`src/rtl/seq_mac_pkg.sv`:
```
// Shared definitions for the sequential multiply-accumulate engine.
// Contents: FSM state enum, state-register width, counter-width helper.
package seq_mac_pkg;

  localparam int unsigned STATE_W = 2;

  typedef enum logic [STATE_W-1:0] {
    IDLE  = 2'd0,
    MULT  = 2'd1,
    ACCUM = 2'd2,
    DONE  = 2'd3
  } state_e;

  // Bits needed to count 0..n-1, never less than one.
  function automatic int unsigned cnt_w(input int unsigned n);
    return (n <= 1) ? 1 : $clog2(n);
  endfunction

endpackage

```
`src/rtl/shift_add_mult.sv`:
```
// Bit-serial shift-add multiplier: one multiplier bit per step.
// Ports:
//   clk, reset   clock, async active-low reset
//   load         load a_in/b_in, clear product and bit counter
//   step         consume one multiplier bit
//   a_in, b_in   unsigned operands (WIDTH)
//   product      running product (2*WIDTH), final after WIDTH steps
//   last_c       combinational: the current step is the final one
module shift_add_mult
  import seq_mac_pkg::*;
#(
  parameter int unsigned WIDTH = 8
) (
  input  logic                 clk,
  input  logic                 reset,
  input  logic                 load,
  input  logic                 step,
  input  logic [WIDTH-1:0]     a_in,
  input  logic [WIDTH-1:0]     b_in,
  output logic [2*WIDTH-1:0]   product,
  output logic                 last_c
);

  localparam int unsigned PW = 2 * WIDTH;
  localparam int unsigned BW = cnt_w(WIDTH);

  logic [PW-1:0]    a_shift_q, a_shift_d;
  logic [WIDTH-1:0] b_shift_q, b_shift_d;
  logic [PW-1:0]    product_q, product_d;
  logic [BW-1:0]    bit_q, bit_d;

  // Next-state for the shift registers, product and bit counter.
  always_comb begin
    a_shift_d = a_shift_q;
    b_shift_d = b_shift_q;
    product_d = product_q;
    bit_d     = bit_q;
    if (load) begin
      a_shift_d = PW'(a_in);
      b_shift_d = b_in;
      product_d = '0;
      bit_d     = '0;
    end else if (step) begin
      if (b_shift_q[0]) begin
        product_d = product_q + a_shift_q;
      end
      a_shift_d = a_shift_q << 1;
      b_shift_d = b_shift_q >> 1;
      bit_d     = bit_q + BW'(1);
    end
  end

  always_ff @(posedge clk or negedge reset) begin
    if (!reset) begin
      a_shift_q <= '0;
      b_shift_q <= '0;
      product_q <= '0;
      bit_q     <= '0;
    end else begin
      a_shift_q <= a_shift_d;
      b_shift_q <= b_shift_d;
      product_q <= product_d;
      bit_q     <= bit_d;
    end
  end

  assign last_c  = (bit_q == BW'(WIDTH - 1));
  assign product = product_q;

endmodule

```
`src/rtl/seq_mac_unit.sv`:
```
// Sequential multiply-accumulate: sum of CHANNELS unsigned products computed
// on one shared bit-serial multiplier, optionally accumulated onto the
// previous result, with sticky overflow.
// Build option: define SEQ_MAC_SATURATE_EN to clamp the accumulator to all
// ones on carry-out instead of wrapping.
// Ports:
//   clk, reset        clock, async active-low reset
//   start, acc_keep   request (IDLE only); keep = add onto current result
//   a_flat, b_flat    packed operands, channel k at [k*WIDTH +: WIDTH]
//   busy              operation in progress (MULT/ACCUM/DONE)
//   done              one-cycle completion pulse
//   result            last completed sum (ACC_WIDTH)
//   overflow          sticky carry-out flag, cleared by start with keep=0
module seq_mac_unit
  import seq_mac_pkg::*;
#(
  parameter int unsigned WIDTH     = 8,
  parameter int unsigned CHANNELS  = 2,
  parameter int unsigned ACC_WIDTH = 17
) (
  input  logic                         clk,
  input  logic                         reset,
  input  logic                         start,
  input  logic                         acc_keep,
  input  logic [CHANNELS*WIDTH-1:0]    a_flat,
  input  logic [CHANNELS*WIDTH-1:0]    b_flat,
  output logic                         busy,
  output logic                         done,
  output logic [ACC_WIDTH-1:0]         result,
  output logic                         overflow
);

  localparam int unsigned OPW   = CHANNELS * WIDTH;
  localparam int unsigned PW    = 2 * WIDTH;
  localparam int unsigned CW    = cnt_w(CHANNELS);
  localparam int unsigned SUM_W = ACC_WIDTH + 1;

  state_e               state_q, state_d;
  logic [OPW-1:0]       a_snap_q, a_snap_d;
  logic [OPW-1:0]       b_snap_q, b_snap_d;
  logic [CW-1:0]        ch_q, ch_d;
  logic [ACC_WIDTH-1:0] acc_q, acc_d;
  logic                 busy_q, busy_d;
  logic                 done_q, done_d;
  logic [ACC_WIDTH-1:0] result_q, result_d;
  logic                 overflow_q, overflow_d;

  logic                 mult_load_c;
  logic                 mult_step_c;
  logic [WIDTH-1:0]     mult_a_c;
  logic [WIDTH-1:0]     mult_b_c;
  logic [PW-1:0]        product;
  logic                 last_c;
  logic [CW-1:0]        ch_nxt_c;
  logic [SUM_W-1:0]     sum_c;
  logic [ACC_WIDTH-1:0] acc_new_c;

  shift_add_mult #(
    .WIDTH (WIDTH)
  ) u_mult (
    .clk     (clk),
    .reset   (reset),
    .load    (mult_load_c),
    .step    (mult_step_c),
    .a_in    (mult_a_c),
    .b_in    (mult_b_c),
    .product (product),
    .last_c  (last_c)
  );

  // Accumulator adder; carry-out is the extra top bit.
  always_comb begin
    sum_c     = SUM_W'(acc_q) + SUM_W'(product);
    acc_new_c = sum_c[ACC_WIDTH-1:0];
`ifdef SEQ_MAC_SATURATE_EN
    // Once clamped, any further nonzero product carries again, so it stays clamped.
    if (sum_c[ACC_WIDTH]) begin
      acc_new_c = '1;
    end
`endif
  end

  // FSM next-state, datapath control and registered-output next values.
  always_comb begin
    state_d     = state_q;
    a_snap_d    = a_snap_q;
    b_snap_d    = b_snap_q;
    ch_d        = ch_q;
    acc_d       = acc_q;
    result_d    = result_q;
    overflow_d  = overflow_q;
    mult_load_c = 1'b0;
    mult_step_c = 1'b0;
    ch_nxt_c    = ch_q + CW'(1);
    // Channel 0 loads straight from the ports in the accepting cycle.
    mult_a_c    = a_flat[WIDTH-1:0];
    mult_b_c    = b_flat[WIDTH-1:0];

    case (state_q)
      IDLE: begin
        if (start) begin
          a_snap_d    = a_flat;
          b_snap_d    = b_flat;
          acc_d       = acc_keep ? result_q : '0;
          if (!acc_keep) begin
            overflow_d = 1'b0;
          end
          ch_d        = '0;
          mult_load_c = 1'b1;
          state_d     = MULT;
        end
      end
      MULT: begin
        mult_step_c = 1'b1;
        if (last_c) begin
          state_d = ACCUM;
        end
      end
      ACCUM: begin
        acc_d = acc_new_c;
        if (sum_c[ACC_WIDTH]) begin
          overflow_d = 1'b1;
        end
        if (ch_q == CW'(CHANNELS - 1)) begin
          result_d = acc_new_c;
          state_d  = DONE;
        end else begin
          ch_d        = ch_nxt_c;
          mult_load_c = 1'b1;
          mult_a_c    = a_snap_q[int'(ch_nxt_c)*WIDTH +: WIDTH];
          mult_b_c    = b_snap_q[int'(ch_nxt_c)*WIDTH +: WIDTH];
          state_d     = MULT;
        end
      end
      DONE: begin
        state_d = IDLE;
      end
      default: begin
        state_d = IDLE;
      end
    endcase

    busy_d = (state_d != IDLE);
    done_d = (state_d == DONE);
  end

  always_ff @(posedge clk or negedge reset) begin
    if (!reset) begin
      state_q    <= IDLE;
      a_snap_q   <= '0;
      b_snap_q   <= '0;
      ch_q       <= '0;
      acc_q      <= '0;
      busy_q     <= 1'b0;
      done_q     <= 1'b0;
      result_q   <= '0;
      overflow_q <= 1'b0;
    end else begin
      state_q    <= state_d;
      a_snap_q   <= a_snap_d;
      b_snap_q   <= b_snap_d;
      ch_q       <= ch_d;
      acc_q      <= acc_d;
      busy_q     <= busy_d;
      done_q     <= done_d;
      result_q   <= result_d;
      overflow_q <= overflow_d;
    end
  end

  assign busy     = busy_q;
  assign done     = done_q;
  assign result   = result_q;
  assign overflow = overflow_q;

endmodule
```
`config.mk`:
```
export PLATFORM = sky130hd
export DESIGN_NAME = seq_mac_unit
export DESIGN_NICKNAME = d
export VERILOG_FILES = /design/src/rtl/seq_mac_pkg.sv /design/src/rtl/shift_add_mult.sv /design/src/rtl/seq_mac_unit.sv
export SDC_FILE = /design/constraint.sdc
export NUM_CORES = 1
export LEC_CHECK = 0
export BUFFER_PORTS_ARGS = -buffer_cell sky130_fd_sc_hd__buf_2
export CAP_MARGIN = 20
export CORE_AREA = 4 4 107 109
export CTS_BUF_LIST = sky130_fd_sc_hd__clkbuf_16
export CTS_CLUSTER_SIZE = 24
export DETAILED_ROUTE_END_ITERATION = 10
export DIE_AREA = 0 0 111 113
export PLACE_DENSITY = 0.74
export SETUP_SLACK_MARGIN = 0.02
export SLEW_MARGIN = 20
export SYNTH_ARGS = -nofsm -noshare
export SYNTH_HDL_FRONTEND = slang
export SYNTH_SLANG_ARGS = --single-unit
```
`constraint.sdc`:
```
create_clock -name clk -period 2.2 [get_ports clk]
set_input_delay 0.44 -clock clk [delete_from_list [all_inputs] [get_ports clk]]
set_output_delay 0.44 -clock clk [all_outputs]
set_load 0.05 [all_outputs]
```
==> results.cfg <==
[cts]
clock_latency_ns = 0.35
hold_buffers = 0
clk_pin_slew_worst_paths_ns = 0.07
cts_buffers = 9
cts.sinks = 99
htreeDepth = 3
clk_path_buf_depth = 2
cts_tree = built
cts-root-buf = clkbuf_16

[synthesis]
synth_edf_count = 0
synth-main-ff-cell = dfrtp_1
synthMuxAreaShare_pct = 1.03
synth_xor_area_share_pct = 4.02
yosysUniqueCellTypes = 52
synthCells = 611
netlist_area_um2 = 5450
syn_nets = 682
avgSynthCellArea_um2 = 8.92
async_flop_share_pct = 100
synthAdderAreaFrac_pct = 8.31
seq_area_frac_synth_pct = 45.5
ys_seq_elements = 99
synth_top_family_by_area = compound AO/OA/AOI/OAI gates
yosys.area_share.simple_pct = 18.4
synth_compound_area_share_pct = 19.8
ys_warn_count = 0

[route]
drc = 0
drt_pass1_iterations = 5
post_drt_wl_per_cell_um = 15.6
wirelength_um = 12800
postRouteAntennaNets = 0
drtIter0Drc = 374
routed_via_density = 5.65
num_vias = 4645

[final_layout]
final_util_pct = 61.0
layout_common_cells = nand2_1 (133), dfrtp_1 (99), buf_2 (54)
n_antenna_cell = 0
area_delta_synth_final_pct = 18.6
final_common_cell = nand2_1
drive_gt1_share_pct = 20.2
fin_nets = 749

[setup_path]
crit_path_end_kind = flop
critPathMaxFanout = 5
path_cells = ha_2 -> fa_2 -> a211oi_2 -> nor2_2 -> o31ai_2 -> buf_4 -> nor4_2 -> nor3_2 -> a21oi_1 -> o211a_1
critical_path_class = flop to flop
startpoint_type = flop
reg2reg_slack_ns = -0.15
cp.arrival_ns = 2.58
cp_slowest_cell = fa_2
cp_slowest_stage_delay_ns = 0.40
worst-endpoint-required_ns = 2.43

[global_routing]
grt_antenna_before_repair = 0
grt_remaining_overflow = 0
grt_pass1_vias = 4696
grt_pass1_wl_um = 22000
grt_use_total_pct = 21.5
grt_max_degree = 42

[outcome]
violations = negative setup slack
status = finished, violations left

[min_path]
min_path_type = input pin to async pin

[timing]
rsz0062_at_grt = yes
skew_ns = 0.00832
relSlewSlack_pct = 62.5
finalCritPeriodShare_pct = 107
finalSetupViolCount = 12
tightest_slew_ns = 0.561
tns_ns = -0.782
worst_slack_ns = -0.149
fin_crit_ns = 2.35
hold_viol = 0
fmax_mhz = 426
whs_ns = 0.0747
drv_slew = 0

[job]
max_cap_viol_count = 0

[placed_design]
place_hpwl_um = 9390
globalplace.congestion = 0.908
portBuffers = 55
dp_slack_ns = -0.183

[floorplanning]
dieHeight_um = 113
die_w_um = 111
core-area_um2 = 10600
fp.dieArea_um2 = 12500
start_util_pct = 51.4
num_rows = 38
ios = 56

[pwr]
powerDensity_nw_per_um2 = 1670
ir_worst_vdd_mv = 0.881
power_uw = 10800
leakagePower_uw = 0.00309
==> repair_timing <==
action / 4_1_cts / 5_1_grt
setup endpoints to repair: 16 / 25
setup buffers: 2 / 1
pin swaps: 16 / 14
resized for setup: 12 / 20
==> report_power, final <==
group | internal [µW] | switching [µW] | total [µW]
sequential | 2650 | 646 | 3290
combinational | 2440 | 3520 | 5960
clock | 858 | 661 | 1520
==> worst max-delay path: cells and delay by family (launching register included) <==
kind	cells	cell delay [ns]
AO/OA/AOI/OAI	4	0.72
buffers and inverters	1	0.18
flip-flops	1	0.39
adder cells (fa/ha/maj)	2	0.60
AND/OR/NAND/NOR	3	0.35
==> path summary, 6_finish.rpt <==
kind,start,endpoint,cells past startpoint
setup / recovery,u_mult.product[0]$_DFFE_PN0P_,acc_q[16]$_DFFE_PN0P_,10
hold / removal,reset,result[2]$_DFFE_PN0P_,1
setup reg to reg,u_mult.product[0]$_DFFE_PN0P_,acc_q[16]$_DFFE_PN0P_,10
hold reg to reg,a_snap_q[14]$_DFFE_PN0P_,a_snap_q[14]$_DFFE_PN0P_,2
max in group asynchronous,reset,u_mult.bit_q[1]$_DFFE_PN0P_,2
min in group clk,b_flat[11],b_snap_q[11]$_DFFE_PN0P_,3
==> cell families after synthesis <==
group / count (synthesis)
simple gates: 234
compound gates: 172
flops: 99
buf+inv: 41
fa+ha+maj: 35
xor+xnor: 25
mux: 5
==> final cells by class <==
cell class | instances | area [µm²]
tap | 140 | 175
clock buffer | 9 | 225
fill | 883 | 4140
clock inverter | 6 | 50.0
inverter | 10 | 37.5
multi-input combinational | 471 | 2940
timing repair buffer | 87 | 559
sequential | 99 | 2480
==> through the flow <==
step                      instances  instance area [µm²]
final                           822                 6460
after global routing            822                 6460
after CTS                       821                 6390
after detailed placement        804                 6040
after global placement          804                 6040
after floorplan                 611                 5460
==> synth_stat cells, types with 7 or more instances <==
cell type	instances	area (µm²)
a21oi_1	47	235
a21o_1	11	82.6
inv_1	10	37.5
dfrtp_1	99	2480
xor2_1	14	123
o21a_1	10	75.1
o211ai_1	7	52.6
nand3_1	26	130
o21ai_1	19	95.1
buf_2	7	35.0
nor2_1	41	154
clkbuf_1	20	75.1
xnor2_1	11	96.3
nor3_1	8	40.0
ha_1	33	413
a31oi_1	12	75.1
o21ai_0	29	145
a211oi_1	9	67.6
nand2_1	133	499
==> state kept, by name, summed over array words and instances, names as in the netlist, 2 cells and up <==
name and count:
u_mult.a_shift_q 16, u_mult.b_shift_q 8, result 17, u_mult.bit_q 3, a_snap_q 8, state_q 2, u_mult.product 16, acc_q 17
b_snap_q 8
==> per-layer routing <==
| layer | part of all wire (%) | vias to the layer above | global-route usage, % | wire length (µm) |
|---|---|---|---|---|
| met5 | 0 | - | 0 | 0 |
| met4 | 1.1 | 0 | 5.75 | 146 |
| met3 | 5.2 | 13 | 5.51 | 666 |
| met2 | 48 | 131 | 36.7 | 6170 |
| met1 | 46 | 2215 | 27.3 | 5850 |
| li1 | - | 2286 | - | - |
Note: power is estimated with default switching activity, not from simulation.
